`src/rtl/arm_pkg.sv`:
```
`default_nettype none
// ============================================================================
// Module   : arm_pkg
// Purpose  : Shared types and constants for the LDM/STM block-transfer
//            sequencer.
// Revision : 1.0 - initial release
// ============================================================================
package arm_pkg;

    // Sequencer states
    typedef enum logic [1:0] {
        S_IDLE = 2'd0,
        S_XFER = 2'd1,
        S_WB   = 2'd2,
        S_DONE = 2'd3
    } seq_state_t;

    // Register index of the program counter
    localparam logic [3:0]  REG_PC     = 4'hF;

    // Bytes per memory word transfer
    localparam logic [31:0] WORD_BYTES = 32'd4;

    // Byte span of n word transfers
    function automatic logic [31:0] words_to_bytes(input logic [4:0] n);
        return {25'd0, n, 2'b00};
    endfunction

endpackage
`default_nettype wire

```
`src/rtl/reglist_scan.sv`:
```
`default_nettype none
// ============================================================================
// Module   : reglist_scan
// Purpose  : Combinational scan of a 16-bit register mask: lowest set index,
//            empty flag and population count.
// Revision : 1.0 - initial release
// ============================================================================
module reglist_scan (
    input  logic [15:0] mask,
    output logic [3:0]  lowest,
    output logic        empty,
    output logic [4:0]  count
);

    // Priority scan from the top so the lowest set bit is the last one written
    always_comb begin
        lowest = 4'd0;
        count  = 5'd0;
        for (int i = 15; i >= 0; i--) begin
            if (mask[i]) begin
                lowest = 4'(i);
            end
            count = count + {4'd0, mask[i]};
        end
        empty = (mask == 16'd0);
    end

endmodule
`default_nettype wire

```
`src/rtl/ldm_stm_seq.sv`:
```
`default_nettype none
// ============================================================================
// Module   : ldm_stm_seq
// Purpose  : LDM/STM block-transfer sequencer. Walks the register list in
//            ascending order, issues one word transfer per listed register,
//            then optionally writes the updated base back to Rn.
// Revision : 1.0 - initial release
// ============================================================================
module ldm_stm_seq
    import arm_pkg::*;
(
    input  logic        clk,
    input  logic        reset_n,
    input  logic        start,
    input  logic        is_load,
    input  logic        pre,
    input  logic        up,
    input  logic        wback,
    input  logic [3:0]  rn,
    input  logic [31:0] base,
    input  logic [15:0] reglist,
    input  logic [31:0] mem_rdata,
    input  logic        mem_ready,
    input  logic [31:0] rf_rd,
    output logic        busy,
    output logic        done,
    output logic        mem_req,
    output logic        mem_we,
    output logic [31:0] mem_addr,
    output logic [31:0] mem_wdata,
    output logic [3:0]  rf_ra,
    output logic        rf_we,
    output logic [3:0]  rf_wa,
    output logic [31:0] rf_wd,
    output logic        pc_we,
    output logic [31:0] pc_wd
);

    seq_state_t  r_state;
    seq_state_t  w_next;
    logic        r_busy;
    logic        r_is_load;
    logic        r_wb_en;
    logic [3:0]  r_rn;
    logic [15:0] r_mask;
    logic [31:0] r_addr;
    logic [31:0] r_final;

    logic [15:0] w_scan_in;
    logic [3:0]  w_cur;
    logic        w_empty;
    logic [4:0]  w_count;
    logic [31:0] w_span;
    logic [31:0] w_start_addr;
    logic [31:0] w_final;
    logic        w_last;

    // In IDLE the scanner sizes the incoming list; otherwise it walks the
    // remaining mask, so one scanner serves both purposes.
    assign w_scan_in = (r_state == S_IDLE) ? reglist : r_mask;

    reglist_scan u_scan (
        .mask   (w_scan_in),
        .lowest (w_cur),
        .empty  (w_empty),
        .count  (w_count)
    );

    assign w_span  = words_to_bytes(w_count);
    assign w_final = up ? (base + w_span) : (base - w_span);
    assign w_last  = (w_count == 5'd1);
    assign busy    = r_busy;

    // Lowest transfer address for each P/U addressing mode
    always_comb begin
        w_start_addr = base;
        case ({pre, up})
            2'b01:   w_start_addr = base;
            2'b11:   w_start_addr = base + WORD_BYTES;
            2'b00:   w_start_addr = base - w_span + WORD_BYTES;
            2'b10:   w_start_addr = base - w_span;
            default: w_start_addr = base;
        endcase
    end

    // State register; busy is registered from the next state
    always_ff @(posedge clk or negedge reset_n) begin
        if (!reset_n) begin
            r_state <= S_IDLE;
            r_busy  <= 1'b0;
        end else begin
            r_state <= w_next;
            r_busy  <= (w_next != S_IDLE);
        end
    end

    // Latch the request at start; step mask and address on each completion
    always_ff @(posedge clk or negedge reset_n) begin
        if (!reset_n) begin
            r_is_load <= 1'b0;
            r_wb_en   <= 1'b0;
            r_rn      <= 4'd0;
            r_mask    <= 16'd0;
            r_addr    <= 32'd0;
            r_final   <= 32'd0;
        end else if (r_state == S_IDLE) begin
            if (start && !w_empty) begin
                r_is_load <= is_load;
                // A loaded Rn takes priority over the written-back base
                r_wb_en   <= wback && !(is_load && reglist[rn]);
                r_rn      <= rn;
                r_mask    <= reglist;
                r_addr    <= w_start_addr;
                r_final   <= w_final;
            end
        end else if (r_state == S_XFER && mem_ready) begin
            r_mask <= r_mask & ~(16'd1 << w_cur);
            r_addr <= r_addr + WORD_BYTES;
        end
    end

    // Next-state and output decode; every output is zero outside its state
    always_comb begin
        w_next    = r_state;
        done      = 1'b0;
        mem_req   = 1'b0;
        mem_we    = 1'b0;
        mem_addr  = 32'd0;
        mem_wdata = 32'd0;
        rf_ra     = 4'd0;
        rf_we     = 1'b0;
        rf_wa     = 4'd0;
        rf_wd     = 32'd0;
        pc_we     = 1'b0;
        pc_wd     = 32'd0;
        case (r_state)
            S_IDLE: begin
                if (start) begin
                    w_next = w_empty ? S_DONE : S_XFER;
                end
            end
            S_XFER: begin
                mem_req   = 1'b1;
                mem_addr  = r_addr;
                mem_we    = !r_is_load;
                mem_wdata = rf_rd;
                rf_ra     = w_cur;
                if (mem_ready) begin
                    if (r_is_load) begin
                        if (w_cur == REG_PC) begin
                            pc_we = 1'b1;
                            pc_wd = mem_rdata;
                        end else begin
                            rf_we = 1'b1;
                            rf_wa = w_cur;
                            rf_wd = mem_rdata;
                        end
                    end
                    if (w_last) begin
                        w_next = r_wb_en ? S_WB : S_DONE;
                    end
                end
            end
            S_WB: begin
                rf_we  = 1'b1;
                rf_wa  = r_rn;
                rf_wd  = r_final;
                w_next = S_DONE;
            end
            S_DONE: begin
                done   = 1'b1;
                w_next = S_IDLE;
            end
            default: begin
                w_next = S_IDLE;
            end
        endcase
    end

endmodule
`default_nettype wire

```
`config.mk`:
```
export PLATFORM = sky130hd
export DESIGN_NAME = ldm_stm_seq
export DESIGN_NICKNAME = d
export VERILOG_FILES = /design/src/rtl/arm_pkg.sv /design/src/rtl/reglist_scan.sv /design/src/rtl/ldm_stm_seq.sv
export SDC_FILE = /design/constraint.sdc
export NUM_CORES = 1
export LEC_CHECK = 0
export CAP_MARGIN = 20
export CORE_MARGIN = 2
export CORE_UTILIZATION = 54
export CTS_BUF_LIST = sky130_fd_sc_hd__clkbuf_4 sky130_fd_sc_hd__clkbuf_8 sky130_fd_sc_hd__clkbuf_16
export DETAILED_ROUTE_END_ITERATION = 7
export PLACE_DENSITY = 0.89
export SLEW_MARGIN = 25
export SYNTH_ARGS = -nofsm -noshare
export SYNTH_HDL_FRONTEND = slang
export SYNTH_HIERARCHICAL = 1
export SYNTH_SLANG_ARGS = --single-unit
```
`constraint.sdc`:
```
create_clock -name clk -period 12.6 [get_ports clk]
set_clock_uncertainty 0.15 [all_clocks]
set_input_delay 1.26 -clock clk [delete_from_list [all_inputs] [get_ports clk]]
set_output_delay 1.26 -clock clk [all_outputs]
set_load 0.02 [all_outputs]
```
# --- Word-level counts from Yosys, hierarchy flattened ---
# Cells that the tools add are included.
word_totals:
  register_bits: 89
  in_bits: 124
  output_inout_bits: 142
  elab_cells: 114
classes:
  n_addsub: 20
  magnitude_cmp: 1
  eq_ne: 9
  shifts: 1
  n_mux: 59
  n_bitwise: 2
  reduce_logical: 14
op_table:
  columns: ["op", "n"]
  rows:
  - ["32-bit 2-to-1 mux", 13]
  - ["32-bit case mux with 4 select lines", 1]
  - ["32-bit by 3-bit adder with 32-bit output, second input constant", 3]
  - ["4-bit 2-to-1 mux", 20]
  - ["5-bit by 1-bit adder with 5-bit output", 14]
  - ["16-bit 2-to-1 mux", 4]
  - ["32-bit case mux with 2 select lines", 1]
  - ["32-bit by 7-bit adder with 32-bit output", 1]
  - ["32-bit by 7-bit subtractor with 32-bit output", 1]
  - ["16-bit bitwise AND", 1]
  - ["16-bit zero test", 1]
  - ["16-bit inverter", 1]
  - ["1-bit by 4-bit << shifter with 16-bit output, first input constant", 1]
  - ["1-bit 2-to-1 mux", 12]
  - ["2-bit equality test, second input constant", 4]
  - ["2-bit 2-to-1 mux", 4]
  - ["2-bit case mux with 4 select lines", 1]
  - ["4-bit case mux with 2 select lines", 1]
  - ["5-bit by 1-bit equality test with 1-bit output, second input constant", 1]
  - ["4-bit by 5-bit < comparator with 1-bit output, second input constant", 1]
  - ["1-bit binary-select mux with 4-bit select", 1]
  - ["2-bit by 1-bit equality test with 1-bit output, second input constant", 2]
  - ["4-bit equality test, second input constant", 1]
  - ["1-bit logical AND", 4]
  - ["other kinds (7)", 12]

# --- Longest topological paths before layout ---
# Gate-level depths: netlist of run 1.
logic_depth:
  word_depth: 23
  depth_mapped: 30
  ltp_nobuf: 26

# --- Modules after synthesis ---
# The synthesis of run 1 kept the hierarchy.
by_module_without_submodules:
  columns: ["mod", "n_inst", "cells_each", "area_per_inst_um2", "seq_area_each_um2"]
  rows:
  - ["ldm_stm_seq", 1, 1257, 9377.7, 2227.1]
  - ["reglist_scan", 1, 74, 586.8, 0.0]

# --- Worst setup path before layout of run 1 ---
# OpenSTA, ideal clock, no wires.
synth_timing:
  kind: "reg2reg"
  from: "register r_state[0]"
  to: "register r_addr[26]"
  setup_ns: 0.069
  arrival_ns: 7.731
  required_ns: 12.381
  slack_ns: 4.650
  path_stages_with_launch: 28
  path_buffers: 3
  synth_period_minus_slack_ns: 7.950
  path_cell_list: "dfrtp_1 > inv_1 > ha_1 > clkbuf_1 > buf_1 > mux2_2 > inv_1 > fa_1 > fa_1 > fa_1 > fa_1 > inv_1 > ha_1 > inv_1 > fa_1 > xnor2_1 > inv_1 > ha_1 > buf_2 > nor2_1 > a2111oi_4 > o21a_1 > o21bai_1 > nor4_1 > nand4_4 > or4_4 > a2111o_1 > nand3_1"
synth_between:
  elab_cells_between_ends: 30
  cone_classes: "add/sub: 17; eq/ne: 2; mux: 4; reduce/logical: 7"
synth_rtl:
  columns: ["element", "line_no", "text"]
  rows:
  - ["from (decl)", "ldm_stm_seq.sv:39", "seq_state_t r_state;"]
  - ["from (signal assigned)", "ldm_stm_seq.sv:92", "r_state <= w_next;"]
  - ["2-bit zero test (*)", "ldm_stm_seq.sv:60", "assign w_scan_in = (r_state == S_IDLE) ? reglist : r_mask;"]
  - ["16-bit 2-to-1 mux (*)", "ldm_stm_seq.sv:60", null]
  - ["net w_scan_in[5]", "ldm_stm_seq.sv:49", "logic [15:0] w_scan_in;"]
  - ["5-bit by 1-bit adder with 5-bit output (*) (6 in series)", "reglist_scan.sv:23", "count = count + {4'd0, mask[i]};"]
  - ["net w_count[2]", "ldm_stm_seq.sv:52", "logic [4:0] w_count;"]
  - ["32-bit by 7-bit subtractor with 32-bit output (*)", "ldm_stm_seq.sv:80, ldm_stm_seq.sv:81", null]
  - ["32-bit by 3-bit adder with 32-bit output", "ldm_stm_seq.sv:80", "2'b00: w_start_addr = base - w_span + WORD_BYTES;"]
  - ["32-bit case mux with 4 select lines (*)", "ldm_stm_seq.sv:77", "case ({pre, up})"]
  - ["32-bit 2-to-1 mux (*)", "ldm_stm_seq.sv:107", "if (start && !w_empty) begin"]
  - ["32-bit 2-to-1 mux (*)", "ldm_stm_seq.sv:106", "end else if (r_state == S_IDLE) begin"]
  - ["to (signal assigned)", "ldm_stm_seq.sv:113", "r_addr <= w_start_addr;"]
  - ["to (signal assigned)", "ldm_stm_seq.sv:118", "r_addr <= r_addr + WORD_BYTES;"]
  - ["to (decl)", "ldm_stm_seq.sv:46", "logic [31:0] r_addr;"]
# Mark *: on every way through the listed nets, which the timed path passes. The rest lies on a longest branch. The select of a mux whose other input is x is not followed.
# A chain may end at the register's enable or synchronous reset.

# --- Worst setup path in the final report of run 1 ---
# Same ends and word-level chain as after synthesis.

==> results.md, run 1 <==
- Status: complete, no violations
- Hold Path Depth: 2
- Worst setup margin: 3810 ps
- Clock Tree Root: clkbuf_16
- CTS Buf Count: 9
- Fin util: 72.1%
- Critical-path top delay cell: buf_4
- Fin crit share: 69.8%
- Number of synthesis warnings: 6
- Core region area: 18000 um2
- Layout fillers: 1458
- Seq/Total Area, Yosys: 22.4%
- Cells on worst reg2reg path: 26
- Share of cells above drive strength 1: 6.29%
- Htree depth: 3
- Die height: 140 um
- Setup-failing EPs final: 0
- Worst EP arrival: 8940 ps
- Cells after Synth: 1331
- Most frequent cells in the layout: 264 x clkdlybuf4s50_1, 141 x nand2_1, 105 x and2_1
- RePlAce Congestion: 0.988
- Post-synth EDFFs: 0
- Asr flop ratio synth: 100%
- Global-route wire length before repair: 59400 um
- DR vias: 11293
- Normalized max-slew margin: 39.6%
- Critical Path Fanout Max: 69
- Dpl hpwl: 29000 um
- Synth area leader: dfrtp_1
- Initial antenna violation count: 0
- RR Endpoint: r_addr[26]
- Post-CTS Setup Inserts: 0
- DR pass1 iterations: 5
- I/O pin cnt: 266
- Synth unique cells: 82
- Clock Sinks: 89
- Post-route setup TNS: 0 ps
- DR iter-0 viols: 1166
- Delay-heaviest family, CP: adder cells
- Congestion Overflow GR: 0
- RSZ-0062 raised after global routing: false
- Yosys reg bits: 89
- Nets@finish: 1682
- Largest net degree at the start of global routing: 85
- Crit-path max cell delay: 590 ps
- Die width: 140 um
- # hold bufs at CTS: 0
- Vias in the first global route: 10647
- Tot GR Track Use: 38.2%
- Max Cap Violations: 0
- Worst-Skew Late Latency: 360 ps
- Worst reg2reg startpoint: r_state[0]
- Worst hold path type: reg -> reg
- Setup CP Type: reg -> reg
- Hold EP: r_addr[1]
- Fmax: 0.114 GHz
- Clock-pin slew on the worst setup and hold paths: 70 ps
- Number of remaining DRC errors: 0
- Slew at the pin with the worst max-slew slack: 898 ps
- Post-layout minimum cycle time: 8790 ps
- Endpoints failing hold: 0
- CTS tree: yes
- Initial core utilization: 55.3%
- Avg Cell Area, Syn: 7.49 um2
- Commonest non-fill, non-tap cell in the layout: clkdlybuf4s50_1
- Pins Over Slew Limit: 0
- ANT cells: 0
- Antenna viol nets, final: 0
- Post-Route WL: 38400 um
- Mapped Area: 9960 um2
- Ys flop type: dfrtp_1
- Largest cells by area after synthesis: dfrtp_1 22%, and2_1 6.6%, nand2_1 5.3%
- Resize count post-CTS: 0
- Area grow syn2layout: 30.4%
- Routed WL per cell: 21.9 um
- Critical path required time: 12750 ps
- Port buffer count: 265
- Startpoint Class: flip-flop
- Mapped Nets: 1492
- DIE AREA: 19600 um2
- Flop-to-flop setup slack: 3810 ps
- Site Rows: 49
- Vias per cell: 6.43
- Critical path capture point type: flip-flop
- Hold path start: r_addr[1]
- WP buf/inv: 7
- Pre-CTS WS: 3690 ps
- Top cell type's share of synthesized area: 22.4%
- CTS max path bufs: 2
synth_stat cells, types with 25 or more instances:
| library cell | number |
|---|---|
| nand2_1 | 141 |
| and2_1 | 105 |
| o21ai_0 | 98 |
| clkbuf_1 | 92 |
| dfrtp_1 | 89 |
| nor2_1 | 87 |
| a21oi_1 | 60 |
| inv_1 | 53 |
| xnor2_1 | 53 |
| nor3_1 | 47 |
| nand3_1 | 44 |
| nor2b_1 | 41 |
| a22oi_1 | 40 |
| ha_1 | 25 |
cell families after synthesis:
group | Yosys count | share of synthesized area, %
adder cells (fa/ha/maj) | 37 | 5.55
buffers and inverters | 160 | 6.05
flip-flops | 89 | 22.4
multiplexers | 41 | 5.02
AND/OR/NAND/NOR | 581 | 30.9
XOR/XNOR | 71 | 6.24
AO/OA/AOI/OAI | 352 | 23.9
area by class of cell:
| type | instances | area, um2 | area share (%) |
|---|---|---|---|
| multi-input cells | 1082 | 7180 | 55.3 |
| repair buffers | 283 | 2790 | 21.4 |
| flip-flops and latches | 89 | 2230 | 17.1 |
| well taps | 229 | 287 | 2.21 |
| clock buffers | 12 | 248 | 1.91 |
| inverters | 56 | 210 | 1.62 |
| clock inverters | 4 | 51.3 | 0.395 |
routing by layer:
layer / share of wire [%] / vias to the layer above / track usage, %
met3: 8.1 / 102 / 5.40
met1: 38 / 5387 / 47.4
met5: 0 / - / 0
met4: 4.6 / 0 / 17.9
met2: 49 / 608 / 65.7
li1: - / 5196 / -
how the worst max path moves through the flow:
| stage | from | end | slack [ps] | cells after the start |
|---|---|---|---|---|
| after CTS | r_state[0] | r_addr[26] | 3970 | 26 |
| after floorplan | r_state[0] | r_addr[26] | 4650 | 27 |
| after global placement | reglist[5] | r_addr[26] | 3820 | 24 |
| after global routing | r_state[1] | r_addr[31] | 3450 | 26 |
| final | r_state[0] | r_addr[26] | 3810 | 26 |
| after detailed placement | reglist[5] | r_addr[26] | 3690 | 24 |
worst register-to-register path: cells and delay by family, from the launching register on:
family	cells	cell delay (ps)
buffers and inverters	7	1260
adder cells (fa/ha/maj)	8	3110
multiplexers	2	900
flip-flops	1	440
AND/OR/NAND/NOR	5	1660
AO/OA/AOI/OAI	3	950
XOR/XNOR	1	280
metrics by stage:
| stage | instances | instance area [um2] | hold WS [ps] |
|---|---|---|---|
| after floorplan | 1331 | 9960 | 284 |
| after global placement | 1739 | 12700 | 298 |
| after CTS | 1755 | 13000 | 320 |
| after detailed placement | 1739 | 12700 | 306 |
| final | 1755 | 13000 | 316 |
| after global routing | 1755 | 13000 | 340 |
sequential cells by signal (all words and copies together), names as in the netlist:
register   flops
r_is_load      1
r_wb_en        1
busy           1
r_rn           4
r_final       32
r_state        2
r_mask        16
r_addr        32
Power of run 1 is not shown: default switching activity piles up to over one toggle a cycle in this logic, so the estimate is an artifact.
==> inputs of run 2 (changes only) <==
--- a/config.mk
+++ b/config.mk
@@ -7,10 +7,10 @@
 export LEC_CHECK = 0
 export CAP_MARGIN = 20
 export CORE_MARGIN = 2
-export CORE_UTILIZATION = 54
+export CORE_UTILIZATION = 46
 export CTS_BUF_LIST = sky130_fd_sc_hd__clkbuf_4 sky130_fd_sc_hd__clkbuf_8 sky130_fd_sc_hd__clkbuf_16
 export DETAILED_ROUTE_END_ITERATION = 7
-export PLACE_DENSITY = 0.89
+export PLACE_DENSITY = 0.81
 export SLEW_MARGIN = 25
 export SYNTH_ARGS = -nofsm -noshare
 export SYNTH_HDL_FRONTEND = slang
==> constraint.sdc (replaced) <==
create_clock -name clk -period 7.3 [get_ports clk]
set_clock_uncertainty 0.15 [all_clocks]
set_input_delay 0.73 -clock clk [delete_from_list [all_inputs] [get_ports clk]]
set_output_delay 0.73 -clock clk [all_outputs]
set_load 0.02 [all_outputs]
==> results.md, run 2 (synthesis results as in run 1) <==
- Number of remaining DRC errors: 0
- RePlAce Congestion: 1.01
- Worst setup margin: 80.7 ps
- RR Endpoint: r_addr[26]
- Congestion Overflow GR: 0
- Post-Route WL: 39400 um
- Pre-CTS WS: -400 ps
- Vias in the first global route: 11263
- Crit path depth: 25
- Clock Sinks: 89
- Commonest non-fill, non-tap cell in the layout: clkdlybuf4s50_1
- Area grow syn2layout: 43.3%
- Startpoint Class: input port
- ANT cells: 0
- Cells on worst reg2reg path: 27
- Worst EP arrival: 7350 ps
- Initial core utilization: 47.1%
- Crit-path max cell delay: 570 ps
- Global-route wire length before repair: 60700 um
- Max Cap Violations: 0
- Share of cells above drive strength 1: 16.3%
- Largest net degree at the start of global routing: 84
- WP buf/inv: 6
- DIE AREA: 22900 um2
- DR iter-0 viols: 1361
- Vias per cell: 6.15
- Initial antenna violation count: 0
- Pins Over Slew Limit: 0
- Most frequent cells in the layout: 263 x clkdlybuf4s50_1, 152 x buf_4, 140 x nand2_1
- # hold bufs at CTS: 0
- Nets@finish: 1817
- Routed WL per cell: 20.3 um
- DR vias: 11908
- Worst hold path type: in -> async
- Antenna viol nets, final: 0
- Fin crit share: 98.9%
- Site Rows: 53
- Endpoints failing hold: 0
- Die height: 151 um
- Critical-path top delay cell: fa_1
- RSZ-0062 raised after global routing: true
- Critical path capture point type: flip-flop
- I/O pin cnt: 266
- CTS max path bufs: 2
- CTS Buf Count: 9
- Port buffer count: 265
- Flop-to-flop setup slack: 90 ps
- Dpl hpwl: 30100 um
- Placed inst area: 13700 um2
- Tot GR Track Use: 34.1%
- Worst reg2reg startpoint: r_state[0]
- Biggest regs: r_addr (32), r_final (32), r_mask (16)
- Core region area: 21200 um2
- DR pass1 iterations: 8
- Htree depth: 3
- Clock-pin slew on the worst setup and hold paths: 70 ps
- Normalized max-slew margin: 31.7%
- Die width: 151 um
- Clock Tree Root: clkbuf_16
- Status: complete, no violations
- Setup CP Type: in -> reg
- Delay-heaviest family, CP: adder cells
- Crit path launch: reglist[3]
- CTS tree: yes
- Post-layout minimum cycle time: 7220 ps
- Fmax: 0.139 GHz
- Setup-failing EPs final: 0
- Worst-Skew Late Latency: 360 ps
- Critical Path Fanout Max: 7
- Slew at the pin with the worst max-slew slack: 1020 ps
- Finished Cell Area: 14300 um2
- Worst Setup EP: r_addr[26]
- Critical path required time: 7430 ps
==> run 2: cell count changes in the layout (fill, tap and decap cells not counted), sizes merged <==
| cell | change |
|---|---|
| clkinvlp | -1 |
| dlymetal6s2s | +1 |
| bufinv | -1 |
| clkdlybuf4s50 | -1 |
| buf | +135 |
| clkbuf | -1 |
| clkinv | +3 |
==> run 2: how the worst min path moves through the flow <==
stage	end	slack [ps]
after floorplan	busy	280
after global placement	r_wb_en	300
after detailed placement	r_wb_en	310
after CTS	r_addr[1]	180
after global routing	r_addr[1]	210
final	r_addr[1]	170
==> run 2: cell type report <==
cell class,count,area [um2]
multi-input combinational,1082,7400
fill,1773,6870
inverter,56,215
clock buffer,11,240
tap,275,344
sequential,89,2230
clock inverter,5,40.0
timing repair buffer,418,3820
==> run 2: through the flow <==
step / hold slack (ps) / util [%] / instances / setup TNS [ps]
after floorplan: 284 / - / 1331 / 0
after global placement: 300 / 64.9 / 1913 / -1740
after detailed placement: 307 / 64.9 / 1913 / -3740
after CTS: 185 / 66.6 / 1935 / 0
after global routing: 206 / 67.5 / 1936 / -652
final: 166 / 67.5 / 1936 / 0
==> run 2: layer usage <==
| metal | track usage, % | part of all wire [%] | vias up |
|---|---|---|---|
| li1 | - | - | 5451 |
| met1 | 41.7 | 37 | 5654 |
| met2 | 58.7 | 49 | 691 |
| met3 | 5.15 | 9.1 | 112 |
| met4 | 16.2 | 4.8 | 0 |
| met5 | 0 | 0 | - |
==> run 2: repair_timing <==
action	in CTS	in global routing
buffers inserted	6	4
pin swaps	5	10
endpoints found under the setup margin	19	21
endpoints found under the hold margin	0	0
resized for setup	9	35
==> run 2: worst reg2reg max path, delay by kind of cell, from the launching register on <==
family | cells | cell delay, ps
AND/OR/NAND/NOR | 7 | 1790
multiplexers | 1 | 350
adder cells (fa/ha/maj) | 7 | 2660
flip-flops | 1 | 390
XOR/XNOR | 1 | 180
AO/OA/AOI/OAI | 4 | 820
buffers and inverters | 7 | 810
Power of run 2 is left out for the same reason.
